===== src/rtl/pdm_pkg.sv =====
// Shared definitions for the PDM receive path: PCM width and CIC accumulator sizing.
package pdm_pkg;

  localparam int PCM_W = 10;

  // Accumulator width for a 2nd-order CIC: the output range 0..decim^2 needs one bit above 2*log2(decim).
  function automatic int cic_acc_w(input int decim);
    return 2 * $clog2(decim) + 1;
  endfunction

endpackage


===== src/rtl/pdm_clk_gen.sv =====
// PDM bit-clock generator: 50% duty divided clock plus a one-cycle tick on the last high-phase cycle.
module pdm_clk_gen #(
  parameter  int CLK_DIV = 24,
  localparam int CNT_W   = $clog2(CLK_DIV)
) (
  input  logic clk,
  input  logic rst_n,
  output logic pdm_clk,
  output logic tick
);

  localparam logic [CNT_W-1:0] CNT_LAST = CNT_W'(CLK_DIV - 1);
  localparam logic [CNT_W-1:0] CNT_HALF = CNT_W'(CLK_DIV / 2);

  logic [CNT_W-1:0] div_cnt_q, div_cnt_d;
  logic             pdm_clk_q, pdm_clk_d;

  always_comb begin
    div_cnt_d = (div_cnt_q == CNT_LAST) ? '0 : div_cnt_q + 1'b1;
    // Decoded from the next count so pdm_clk lines up with div_cnt without an extra cycle of lag.
    pdm_clk_d = (div_cnt_d >= CNT_HALF);
  end

  always_ff @(posedge clk) begin
    if (!rst_n) begin
      div_cnt_q <= '0;
      pdm_clk_q <= 1'b0;
    end else begin
      div_cnt_q <= div_cnt_d;
      pdm_clk_q <= pdm_clk_d;
    end
  end

  assign pdm_clk = pdm_clk_q;
  assign tick    = (div_cnt_q == CNT_LAST);

endmodule


===== src/rtl/pdm_decimator.sv =====
// PDM receiver: synchronizes the bit stream, samples it on the divided tick and decimates with a 2nd-order CIC.
module pdm_decimator
  import pdm_pkg::*;
#(
  parameter  int CLK_DIV = 24,
  parameter  int DECIM   = 32,
  localparam int OUT_W   = 2 * $clog2(DECIM)
) (
  input  logic             clk,
  input  logic             rst_n,
  input  logic             pdm_in,
  output logic             pdm_clk,
  output logic [OUT_W-1:0] sample,
  output logic             sample_valid
);

  localparam int ACC_W  = cic_acc_w(DECIM);
  localparam int DCNT_W = $clog2(DECIM);
  localparam logic [DCNT_W-1:0] DCNT_LAST = DCNT_W'(DECIM - 1);

  logic              tick;
  logic              sync1_q, sync1_d;
  logic              sync2_q, sync2_d;
  logic [DCNT_W-1:0] dcnt_q, dcnt_d;
  logic [ACC_W-1:0]  i1_q, i1_d;
  logic [ACC_W-1:0]  i2_q, i2_d;
  logic [ACC_W-1:0]  i2_dly_q, i2_dly_d;
  logic [ACC_W-1:0]  c1_dly_q, c1_dly_d;
  logic [OUT_W-1:0]  sample_q, sample_d;
  logic              valid_q, valid_d;
  logic [ACC_W-1:0]  c1, c2;
  logic              win_close;

  pdm_clk_gen #(
    .CLK_DIV (CLK_DIV)
  ) u_clk_gen (
    .clk     (clk),
    .rst_n   (rst_n),
    .pdm_clk (pdm_clk),
    .tick    (tick)
  );

  always_comb begin
    sync1_d   = pdm_in;
    sync2_d   = sync1_q;
    dcnt_d    = dcnt_q;
    i1_d      = i1_q;
    i2_d      = i2_q;
    i2_dly_d  = i2_dly_q;
    c1_dly_d  = c1_dly_q;
    sample_d  = sample_q;
    valid_d   = 1'b0;
    win_close = tick && (dcnt_q == DCNT_LAST);

    if (tick) begin
      i1_d   = i1_q + {{(ACC_W-1){1'b0}}, sync2_q};
      i2_d   = i2_q + i1_q;
      dcnt_d = dcnt_q + 1'b1;
    end

    // The comb runs off the integrator's next value so the strobe lands one cycle after the closing tick.
    c1 = i2_d - i2_dly_q;
    c2 = c1 - c1_dly_q;

    if (win_close) begin
      i2_dly_d = i2_d;
      c1_dly_d = c1;
      valid_d  = 1'b1;
      // c2 tops out at exactly DECIM^2, the only value with the MSB set, so clamp it to full scale.
      sample_d = c2[ACC_W-1] ? '1 : c2[OUT_W-1:0];
    end
  end

  always_ff @(posedge clk) begin
    if (!rst_n) begin
      sync1_q  <= 1'b0;
      sync2_q  <= 1'b0;
      dcnt_q   <= '0;
      i1_q     <= '0;
      i2_q     <= '0;
      i2_dly_q <= '0;
      c1_dly_q <= '0;
      sample_q <= '0;
      valid_q  <= 1'b0;
    end else begin
      sync1_q  <= sync1_d;
      sync2_q  <= sync2_d;
      dcnt_q   <= dcnt_d;
      i1_q     <= i1_d;
      i2_q     <= i2_d;
      i2_dly_q <= i2_dly_d;
      c1_dly_q <= c1_dly_d;
      sample_q <= sample_d;
      valid_q  <= valid_d;
    end
  end

  assign sample       = sample_q;
  assign sample_valid = valid_q;

endmodule


===== config.mk =====
export PLATFORM = sky130hd
export DESIGN_NAME = pdm_decimator
export DESIGN_NICKNAME = d
export VERILOG_FILES = /design/src/rtl/pdm_pkg.sv /design/src/rtl/pdm_clk_gen.sv /design/src/rtl/pdm_decimator.sv
export SDC_FILE = /design/constraint.sdc
export NUM_CORES = 1
export LEC_CHECK = 0
export ABC_AREA = 1
export BUFFER_PORTS_ARGS = -buffer_cell sky130_fd_sc_hd__buf_4
export CAP_MARGIN = 40
export CORE_MARGIN = 1.5
export CORE_UTILIZATION = 65
export CTS_CLUSTER_DIAMETER = 200
export DETAILED_ROUTE_END_ITERATION = 8
export PLACE_DENSITY_LB_ADDON = 0.2
export SETUP_SLACK_MARGIN = 0.3
export SKIP_CTS_REPAIR_TIMING = 1
export SLEW_MARGIN = 20
export SYNTH_ARGS = -nofsm -noshare
export SYNTH_HDL_FRONTEND = slang
export SYNTH_HIERARCHICAL = 1
export SYNTH_SLANG_ARGS = --single-unit

===== constraint.sdc =====
create_clock -name clk -period 7.9 [get_ports clk]
set_input_delay 0.395 -clock clk [delete_from_list [all_inputs] [get_ports clk]]
set_output_delay 0.395 -clock clk [all_outputs]
set_load 0.01 [all_outputs]

Word level (Yosys, flattened, before mapping):

Cells that the tools add are included.
W data, S select, Z words.

* eq/ne operators: 2
* reduce and logical (&&, ||, !) cells: 1
* $lt $le $gt $ge: 1
* $add $sub $neg: 6
* muxes and demuxes: 4

Operators with widths (count)
* $sub A11 B11 Y11: 2
* $add A11 B1 Y11: 1
* $add A11 B11 Y11: 1
* $mux W11: 1
* $add A5 B1 Y5 const B: 2
* $eq A5 B5 Y1 const B: 2
* $mux W10: 1
* $ge A5 B4 Y1 const B: 1
* $mux W5: 1
* $logic_and A1 B1 Y1: 1
* $mux W1: 1

* logic and storage cells: 25
* input port bits: 3
* register bits: 68
* output and inout port bits: 12

Longest topological paths before layout:

Gate-level depths: netlist of run 1.

* depth in word-level cells: 5
* mapped depth: 27
* mapped depth without buffers: 27

Hierarchy:

Netlist of run 1, hierarchy kept.

By module, submodules not included
* pdm_decimator: cells each 535, seq. area each 1241.2 um^2, area each 3857.4 um^2, times used 1
* pdm_clk_gen: cells each 36, seq. area each 120.1 um^2, area each 262.8 um^2, times used 1

Worst setup path after synthesis of run 1:

Ideal clock, no wire load.

* path kind: register to register
* start: register u_clk_gen.div_cnt_q[0]
* end: register sample_q[9], in the netlist sample[9]
* stages on the path, launching flop included: 27
* library setup time: 0.066 ns
* period minus slack after synthesis: 3.899 ns
* setup slack: 4.001 ns
* arrival: 3.832 ns
* buffers on the path: 2
* required time: 7.834 ns
* cells stage by stage: dfxtp_1 ha_1 nand4_1 inv_1 clkbuf_1 clkbuf_1 nand2_1 nand2_1 ha_1 a21oi_1 o21ai_0 nor2_1 o21ai_1 nand2_1 a21oi_1 o21ai_1 nand2_1 ha_1 nand2_1 nor2_1 nand3_1 nand4_1 xor2_1 inv_1 nand3_2 nand2_4 a21oi_2

* longest elaborated chain between the ends: 5

Ends and longest elaborated chain
* from (decl): line pdm_clk_gen.sv:15 `logic [CNT_W-1:0] div_cnt_q, div_cnt_d;`
* from (signal assigned): line pdm_clk_gen.sv:29 `div_cnt_q <= div_cnt_d;`
* $eq A5 B5 Y1: line pdm_clk_gen.sv:35 `assign tick = (div_cnt_q == CNT_LAST);`
* via tick: line pdm_decimator.sv:21 `logic tick;`
* $mux W11: line pdm_decimator.sv:55 `if (tick) begin`
* via i2_d[4]: line pdm_decimator.sv:26 `logic [ACC_W-1:0] i2_q, i2_d;`
* $sub A11 B11 Y11: line pdm_decimator.sv:62 `c1 = i2_d - i2_dly_q;`
* via c1[9]: line pdm_decimator.sv:31 `logic [ACC_W-1:0] c1, c2;`
* $sub A11 B11 Y11: line pdm_decimator.sv:63 `c2 = c1 - c1_dly_q;`
* $mux W10: line pdm_decimator.sv:70 `sample_d = c2[ACC_W-1] ? '1 : c2[OUT_W-1:0];`
* to (signal assigned): line pdm_decimator.sv:93 `sample_q <= sample_d;`
* to (decl): line pdm_decimator.sv:29 `logic [OUT_W-1:0] sample_q, sample_d;`

The timed path passes the listed nets, and every way through them passes these cells.
A chain may end at the register's enable or synchronous reset.

Worst setup path in the final report of run 1:

* start: register u_clk_gen.div_cnt_q[0]
* end: register sample_q[2], in the netlist sample[2]

The elaborated chain is that of the path after synthesis.

==> results summary, run 1 <==
The run finished with clean final reports. The area occupied by multi-input gates came out at 0.00234 sq mm. The portion of total power attributed to the clock network is 0.494. The worst register-to-register path has a setup slack of around 2700 ps.

The clock transition at the register clock pins on the worst setup and hold paths after CTS came out at ~80 ps. Fill cells in the final layout number 474. For this block, the initial DRC count from the detailed router was 163. The final max-slew violation count is 0.

The end of the worst register-to-register path is sample[2]. The worst hold path startpoint is pdm_in. The final layout contains routed wiring with a total length of 8.80 mm.

Of the total power, the share spent switching nets is 0.211. The core utilization of the finished layout came out at 0.755. The slew at the pin closest to its max-slew limit is about 780 ps. The shortest clock period the worst path allows after layout came out at ~5200 ps. The die covers about 0.0068 sq mm.

The top fanout value on the critical path is 24. For hold timing, the worst endpoint is sync1_q. For this design the top-level I/O count stands at 15.

The cell count after synthesis came out at approximately 570. By startpoint and endpoint, the worst setup path is classified as register to register. The cell count of the worst reg-to-reg path came out at 23. The wire length of the first global-routing pass came out at ~15 mm.

The required time of the worst setup path came out at just over 8000 ps. The maximum clock frequency is between 0.15 and 0.2 GHz. The post-synthesis sequential area ratio came out at 0.330.

Entering global routing, the biggest net connects between 40 and 50 pins. The number of global-route vias before repair was about 3500. Ranked by instance count, the synthesized netlist is headed by 92 x sky130_fd_sc_hd__inv_1, 86 x sky130_fd_sc_hd__nand2_1, 68 x sky130_fd_sc_hd__dfxtp_1.

Adding up every negative setup slack in the final design gives 0 ps. Summed over all nets, the switching power comes to around 0.15 mW. The warning count from the yosys run is 6. TritonCTS built the clock tree. The standard-cell row count came out at 28. The final clock period utilization by the worst path is 0.657. The count of different cell masters after synthesis is 35. sky130_fd_sc_hd__inv_1 is the most common cell in the netlist. The initial antenna violation count came out at 0. Internal power comes to around 0.56 mW.

The die width is a little over 80 um. The initial cell density of the core is 0.684. The per-instance average area after synthesis is ~7.2 sq um. The flip-flop and latch count after synthesis came out at between 60 and 70. The final route contains 3648 vias. The total setup violations reported at the end of the flow is 0. The first TritonRoute pass finished after 4 iterations.

The total non-filler cell area in the finished layout is between 0.004 and 0.005 sq mm. The routability congestion estimate is between 0.8 and 0.9. The post-synthesis async set-or-reset flop share came out at 0. Across the routed clock network, the largest skew measured is a little over 6 ps. The diode insertion count for antenna repair is 0. The H-tree was split into 3 levels. The reported max-cap violation count came out at 0. The die height came out at ~83 um. Of the post-synthesis cell area, the dominant cell type holds 0.330. After detailed routing, the number of vias per cell comes to 5.49. The number of enable-type register cells in the synthesized netlist came out at 0. The worst vdd rail ir drop came out at 0.000114 V.

The static leakage is about 2.3 nW. The startpoint of the worst-slack reg-to-reg timing path is u_clk_gen/div_cnt_q[0]. Measured against its own limit, the worst slew margin works out to 0.478. The largest buffer count on any clock path came out at 2. Detailed placement ended at an HPWL of about 6.3 mm. The net count after synthesis came out at 613. After detailed placement, the total cell area comes to 0.00428 sq mm. The number of input and output port buffers inserted is 14. The total track usage is 0.284. The path class of the tightest hold or removal check is input port to register. The number of cells on the worst hold path came out at 3. The number of clock buffers added by TritonCTS is 9. The critical path arrival came out at between 5000 and 6000 ps. The post-detailed-route wirelength per cell came out at approximately 13 um.

The worst setup path is captured at a register. The DRC violations left came out at 0. The number of hold-slack violations in the final timing report came to 0. Sorting the synthesized cells by area gives the leading types as sky130_fd_sc_hd__dfxtp_1 33%, sky130_fd_sc_hd__ha_1 11%, sky130_fd_sc_hd__inv_1 8.4%. The leading area contributor after synthesis is sky130_fd_sc_hd__dfxtp_1. The combinational share of power came out at 0.017.

The standard cell core area came out at 0.00603 sq mm. The count of clock tree sinks is 68. The synthesis-to-layout area growth is 10.4%. The post-synth design cell area came out at just over 0.004 sq mm. STA classifies the critical path startpoint as a register. The number of nets still failing antenna checks after routing came out at 0. Setup repair after global routing left no endpoint under its margin. The part of the total power dissipated in sequential elements came out at 0.489. In the final design database the tool counted about 630 nets.

The clock latency at the later pin of the worst-skew pair is about 350 ps. The root buffer selected by CTS is sky130_fd_sc_hd__clkbuf_8. Among all flip-flop cells after synthesis, the most frequent one is sky130_fd_sc_hd__dfxtp_1. The fraction of final layout cells sized beyond drive strength 1 is 0.115. The sequential cell area in the final layout is 0.00136 sq mm.

The power density over the cells came out at 156 mW/mm^2. The remaining global-route overflow is 0.
[per-layer routing]
layer | part of all wire | GRT usage | up-vias
li1 | - | - | 1875
met1 | 0.43 | 0.309 | 1670
met2 | 0.50 | 0.523 | 83
met3 | 0.046 | 0.0582 | 20
met4 | 0.022 | 0.132 | 0
met5 | 0 | 0 | -
[cells in the final DEF, fill, tap and decap left out, types with 10 or more instances in the layout]
cell	Yosys	routed
sky130_fd_sc_hd__inv_1	92	92
sky130_fd_sc_hd__nand2_1	86	86
sky130_fd_sc_hd__dfxtp_1	68	68
sky130_fd_sc_hd__nor2_1	50	50
sky130_fd_sc_hd__a21oi_1	49	49
sky130_fd_sc_hd__o21ai_0	41	41
sky130_fd_sc_hd__ha_1	36	36
sky130_fd_sc_hd__nand3_1	21	21
sky130_fd_sc_hd__buf_4	0	14
sky130_fd_sc_hd__nor3_1	13	13
sky130_fd_sc_hd__xor2_1	12	12
sky130_fd_sc_hd__a21oi_2	11	11
sky130_fd_sc_hd__xnor2_1	10	10
[power by group through the flow]
stage | sequential (mW) | clock (mW) | combinational [mW]
after floorplan | 0.354 | 0 | 0.00755
after global placement | 0.354 | 0 | 0.0102
after detailed placement | 0.354 | 0 | 0.0106
after CTS | 0.346 | 0.352 | 0.0106
after global routing | 0.346 | 0.365 | 0.0141
final | 0.346 | 0.350 | 0.0123
[cell families (layout without fill, tap and decap cells)]
family | after synthesis | in the layout | synth area share
simple gates | 204 | 204 | 0.224
xor+xnor | 22 | 22 | 0.0468
compound gates | 127 | 127 | 0.173
fa+ha+maj | 39 | 39 | 0.124
flops | 68 | 68 | 0.330
buf+inv | 111 | 129 | 0.101
[registers in the layout (all words and copies together), names as in the netlist]
register,cells
u_clk_gen/pdm_clk,1
i2_q,11
sample_valid,1
i1_q,11
sync1_q,1
sample,10
sync2_q,1
u_clk_gen/div_cnt_q,5
i2_dly_q,11
dcnt_q,5
c1_dly_q,11
[area by class of cell]
type | count | area share
clock inverter | 6 | 0.0245
sequential | 68 | 0.299
multi-input combinational | 392 | 0.515
clock buffer | 10 | 0.0281
inverter | 97 | 0.0801
timing repair buffer | 16 | 0.0325
tap | 75 | 0.0206
[how the worst max path moves through the flow]
stage / start / slack [ps] / to
after global placement: u_clk_gen/div_cnt_q[0] / 3230 / sample[9]
after CTS: u_clk_gen/div_cnt_q[0] / 2840 / sample[2]
after global routing: u_clk_gen/div_cnt_q[0] / 2150 / sample[5]
after floorplan: u_clk_gen/div_cnt_q[0] / 4000 / sample[9]
after detailed placement: u_clk_gen/div_cnt_q[0] / 2910 / sample[2]
final: u_clk_gen/div_cnt_q[0] / 2710 / sample[2]
[worst max-delay path, cell delays in order (launching register included)]
cell and delay [ps]:
sky130_fd_sc_hd__dfxtp_1 410, sky130_fd_sc_hd__ha_1 260, sky130_fd_sc_hd__nand4_1 150, sky130_fd_sc_hd__inv_1 590, sky130_fd_sc_hd__inv_1 450, sky130_fd_sc_hd__o21ai_0 410, sky130_fd_sc_hd__inv_1 90, sky130_fd_sc_hd__ha_1 350
sky130_fd_sc_hd__nand2_1 90, sky130_fd_sc_hd__nor3_1 220, sky130_fd_sc_hd__a21oi_1 150, sky130_fd_sc_hd__o21bai_1 180, sky130_fd_sc_hd__xor2_1 190, sky130_fd_sc_hd__inv_1 60, sky130_fd_sc_hd__ha_1 370, sky130_fd_sc_hd__nand2_1 90
sky130_fd_sc_hd__nor2_1 150, sky130_fd_sc_hd__nand3_1 110, sky130_fd_sc_hd__nand4_1 130, sky130_fd_sc_hd__xor2_1 220, sky130_fd_sc_hd__inv_1 80, sky130_fd_sc_hd__nand3_2 100, sky130_fd_sc_hd__nand2_4 130, sky130_fd_sc_hd__a21oi_2 140
[metrics by stage]
step	power, mW	std cells	hold WS (ps)	worst slack, ps
after floorplan	0.361	571	390	4000
after global placement	0.364	646	395	3230
after detailed placement	0.365	647	403	2910
after CTS	0.708	663	222	2840
after global routing	0.725	664	235	2150
final	0.708	664	221	2710
(Power assumes the default switching activity.)
==> inputs of run 2 (changes only) <==
Settings changed: CORE_UTILIZATION 65 to 56.
Clock period 7.9 ns to 4.7 ns, I/O delays scaled along.
==> run 2 against run 1 <==
Compared with the run above:
- flip-flop and latch count stayed put
- clock skew rose by 1.7 ps
- sequential power is 68% higher
==> results summary, run 2 (synthesized netlist as in run 1, its figures left out) <==
The leading cell type in the layout, fill and taps excluded is sky130_fd_sc_hd__inv_1. The worst setup path is launched from a register. The library cells used most frequently in the layout, excluding fill and tap cells, are 89 x sky130_fd_sc_hd__inv_1, 85 x sky130_fd_sc_hd__nand2_1, 63 x sky130_fd_sc_hd__dfxtp_1. The switching power share of the total came out at 0.228.

The detailed-routing iteration count for the pre-antenna-repair pass is 4. The number of top-level pins came out at 15. The share of total power dissipated in sequential elements is 0.531. The top fanout value on the critical path is 10. The slew at the pin closest to its max-slew limit is about 640 ps. The number of input and output port buffers inserted came out at 14. The final max-slew violation count was 0.

The switching power of the nets came out at about 0.25 mW. The total chip power is around 1.1 mW. STA classifies the critical path endpoint as a register.

The diode insertion count for antenna repair is 0. The maximum clock frequency is between 0.2 and 0.25 GHz. The tree is rooted in a sky130_fd_sc_hd__clkbuf_8. The remaining global-route overflow came out at 0. After the first detailed-routing iteration, the DRC count stood at 151. The number of nets still failing antenna checks after routing is 0. Setup violations remaining at the end of the flow were counted as 0. Leaving out filler cells and counting taps, the final layout contains 698.

The total clock buffers created by CTS is 9. Compared with the post-synthesis result, the final layout area differs by 15.1%. The largest buffer count on any clock path is 2. The startpoint identified for the worst register-to-register timing path is i1_q[0]. The share of total power dissipated in the clock network is 0.449. TritonCTS built the clock tree. The internal power component is approximately 0.84 mW.

Of the total power, combinational logic draws 0.020. The tool flagged a number of max-cap violations equal to 0. The final clock period utilization by the worst path is 0.887. The first global-routing pass estimated 14.0 mm of wire. Clock-pin slew was measured on the worst setup and hold paths at ~80 ps. The initial cell density of the core is 0.574. The power density over the cells came out at roughly 230 mW/mm^2. The detailed placer's ending HPWL is approximately 6.0 mm. The net count of the finished layout is roughly 640. The die height came out at 88.8 um. The number of levels in the clock H-tree is 3. The number of cells on the worst hold path came out at 3. The filler cell count in the final layout is ~630. The total track usage came out at 0.230.

After floorplanning, the core was divided into 31 placement rows. Data on the critical path is required at its endpoint by 4990 ps. Detailed routing inserted a total of 3611 vias. The number of global-route vias before repair is about 3200. The fraction of final layout cells sized beyond drive strength 1 is 0.175. The clock latency at the later pin of the worst-skew pair came out at about 350 ps.

The endpoint identified for the worst register-to-register timing path is sample[9]. The initial antenna violation count is 0. In the routed layout, each cell is associated on average with a via count of 5.17. The shortest clock period the worst path allows after layout came out at around 4200 ps.

The core utilization of the finished layout is 0.661. The die is roughly 89 um wide. Routability-driven placement finished with a final weighted congestion of approximately 0.87.

The setup slack on the worst flop-to-flop path came out at approximately 530 ps. The flow ran to the end, and the final reports show no timing, DRC or antenna violations. Setup repair after global routing left no endpoint under its margin. The placed cell count came out at about 680. The routed design has a little under 9 mm of wire. The die covers roughly 0.008 sq mm. In the final timing run, aggregate negative setup slack is 0 ps. The critical path arrival came out at approximately 4500 ps. The worst-case IR drop observed on VDD is between 0.00015 and 0.0002 V. The static leakage is 2.31 nW. On the final layout, the worst clock skew is between 7 and 8 ps. The standard cell core area came out at around 0.007 sq mm. The final critical-path setup slack came out at between 500 and 600 ps. In the final routed layout, each cell accounts on average for about 13 um. In this run the tightest slew margin relative to its limit is 0.569. The worst hold path terminates at sync1_q. The DRC violations left is 0. The count of clock tree sinks came out at slightly below 70. Before CTS, the worst setup slack after placement is 291 ps. The cell count of the worst reg-to-reg path is 26. Entering global routing, the biggest net connects 41 pins. In this run the worst hold path is classified as input port to register. The path type of the worst setup path is register to register. The number of hold-slack violations in the final timing report was 0. The worst hold path begins at pdm_in.
==> run 2: cell type report <==
class,count,area (sq um),share of cell area
tap,99,124,0.0261
clock inverter,4,48.8,0.0103
timing repair buffer,26,216,0.0457
sequential,68,1370,0.289
inverter,97,368,0.0776
multi-input combinational,392,2470,0.521
clock buffer,12,145,0.0306
==> run 2: how the worst max path moves through the flow <==
stage                      startpoint         to  slack (ps)  cells after the start
3_3_place_gp                  i1_q[0]  sample[9]         400                     26
4_1_cts                       i1_q[0]  sample[2]         240                     27
3_5_place_dp                  i1_q[0]  sample[2]         290                     26
6_report                      i1_q[0]  sample[9]         530                     26
5_1_grt                       i1_q[0]  sample[0]         220                     26
2_1_floorplan  u_clk_gen/div_cnt_q[0]  sample[9]         800                     26
==> run 2: layer usage <==
metal  global-route usage  vias to the layer above  part of all wire
met5                    0                        -                 0
met4               0.0966                        0             0.024
met3               0.0485                       15             0.029
met2                0.399                       47              0.48
met1                0.275                     1648              0.46
li1                     -                     1901                 -
==> run 2: critical path: stages, from the launching register on <==
cell and delay [ps]:
sky130_fd_sc_hd__dfxtp_4 370, sky130_fd_sc_hd__ha_4 160, sky130_fd_sc_hd__inv_1 60, sky130_fd_sc_hd__fa_1 410, sky130_fd_sc_hd__inv_2 110, sky130_fd_sc_hd__or2_2 110, sky130_fd_sc_hd__nand3_1 90, sky130_fd_sc_hd__o21ai_2 130
sky130_fd_sc_hd__ha_1 310, sky130_fd_sc_hd__a21oi_1 200, sky130_fd_sc_hd__o21ai_0 100, sky130_fd_sc_hd__nor2_1 210, sky130_fd_sc_hd__o21ai_2 100, sky130_fd_sc_hd__nand2_1 90, sky130_fd_sc_hd__a21oi_1 70, sky130_fd_sc_hd__o21ai_1 170
sky130_fd_sc_hd__nand2_1 110, sky130_fd_sc_hd__ha_4 300, sky130_fd_sc_hd__nand2_1 50, sky130_fd_sc_hd__nor2_1 120, sky130_fd_sc_hd__nand3_1 90, sky130_fd_sc_hd__nand4_1 110, sky130_fd_sc_hd__xor2_1 210, sky130_fd_sc_hd__inv_1 80
sky130_fd_sc_hd__nand3_2 120, sky130_fd_sc_hd__nand2_8 100, sky130_fd_sc_hd__a21oi_2 120
==> run 2: power groups by stage <==
stage | registers [mW] | clock network [mW] | logic, mW
detailed placement | 0.595 | 0 | 0.0213
floorplan | 0.594 | 0 | 0.0127
global placement | 0.595 | 0 | 0.0175
global route | 0.581 | 0.518 | 0.0234
finish | 0.581 | 0.491 | 0.0216
CTS | 0.582 | 0.496 | 0.0214
==> run 2: metrics by stage <==
stage,hold WS [ps],area [sq um]
finish,63.7,4740
global route,59.1,4740
CTS,56.8,4550
detailed placement,402,4350
global placement,395,4330
floorplan,333,4120
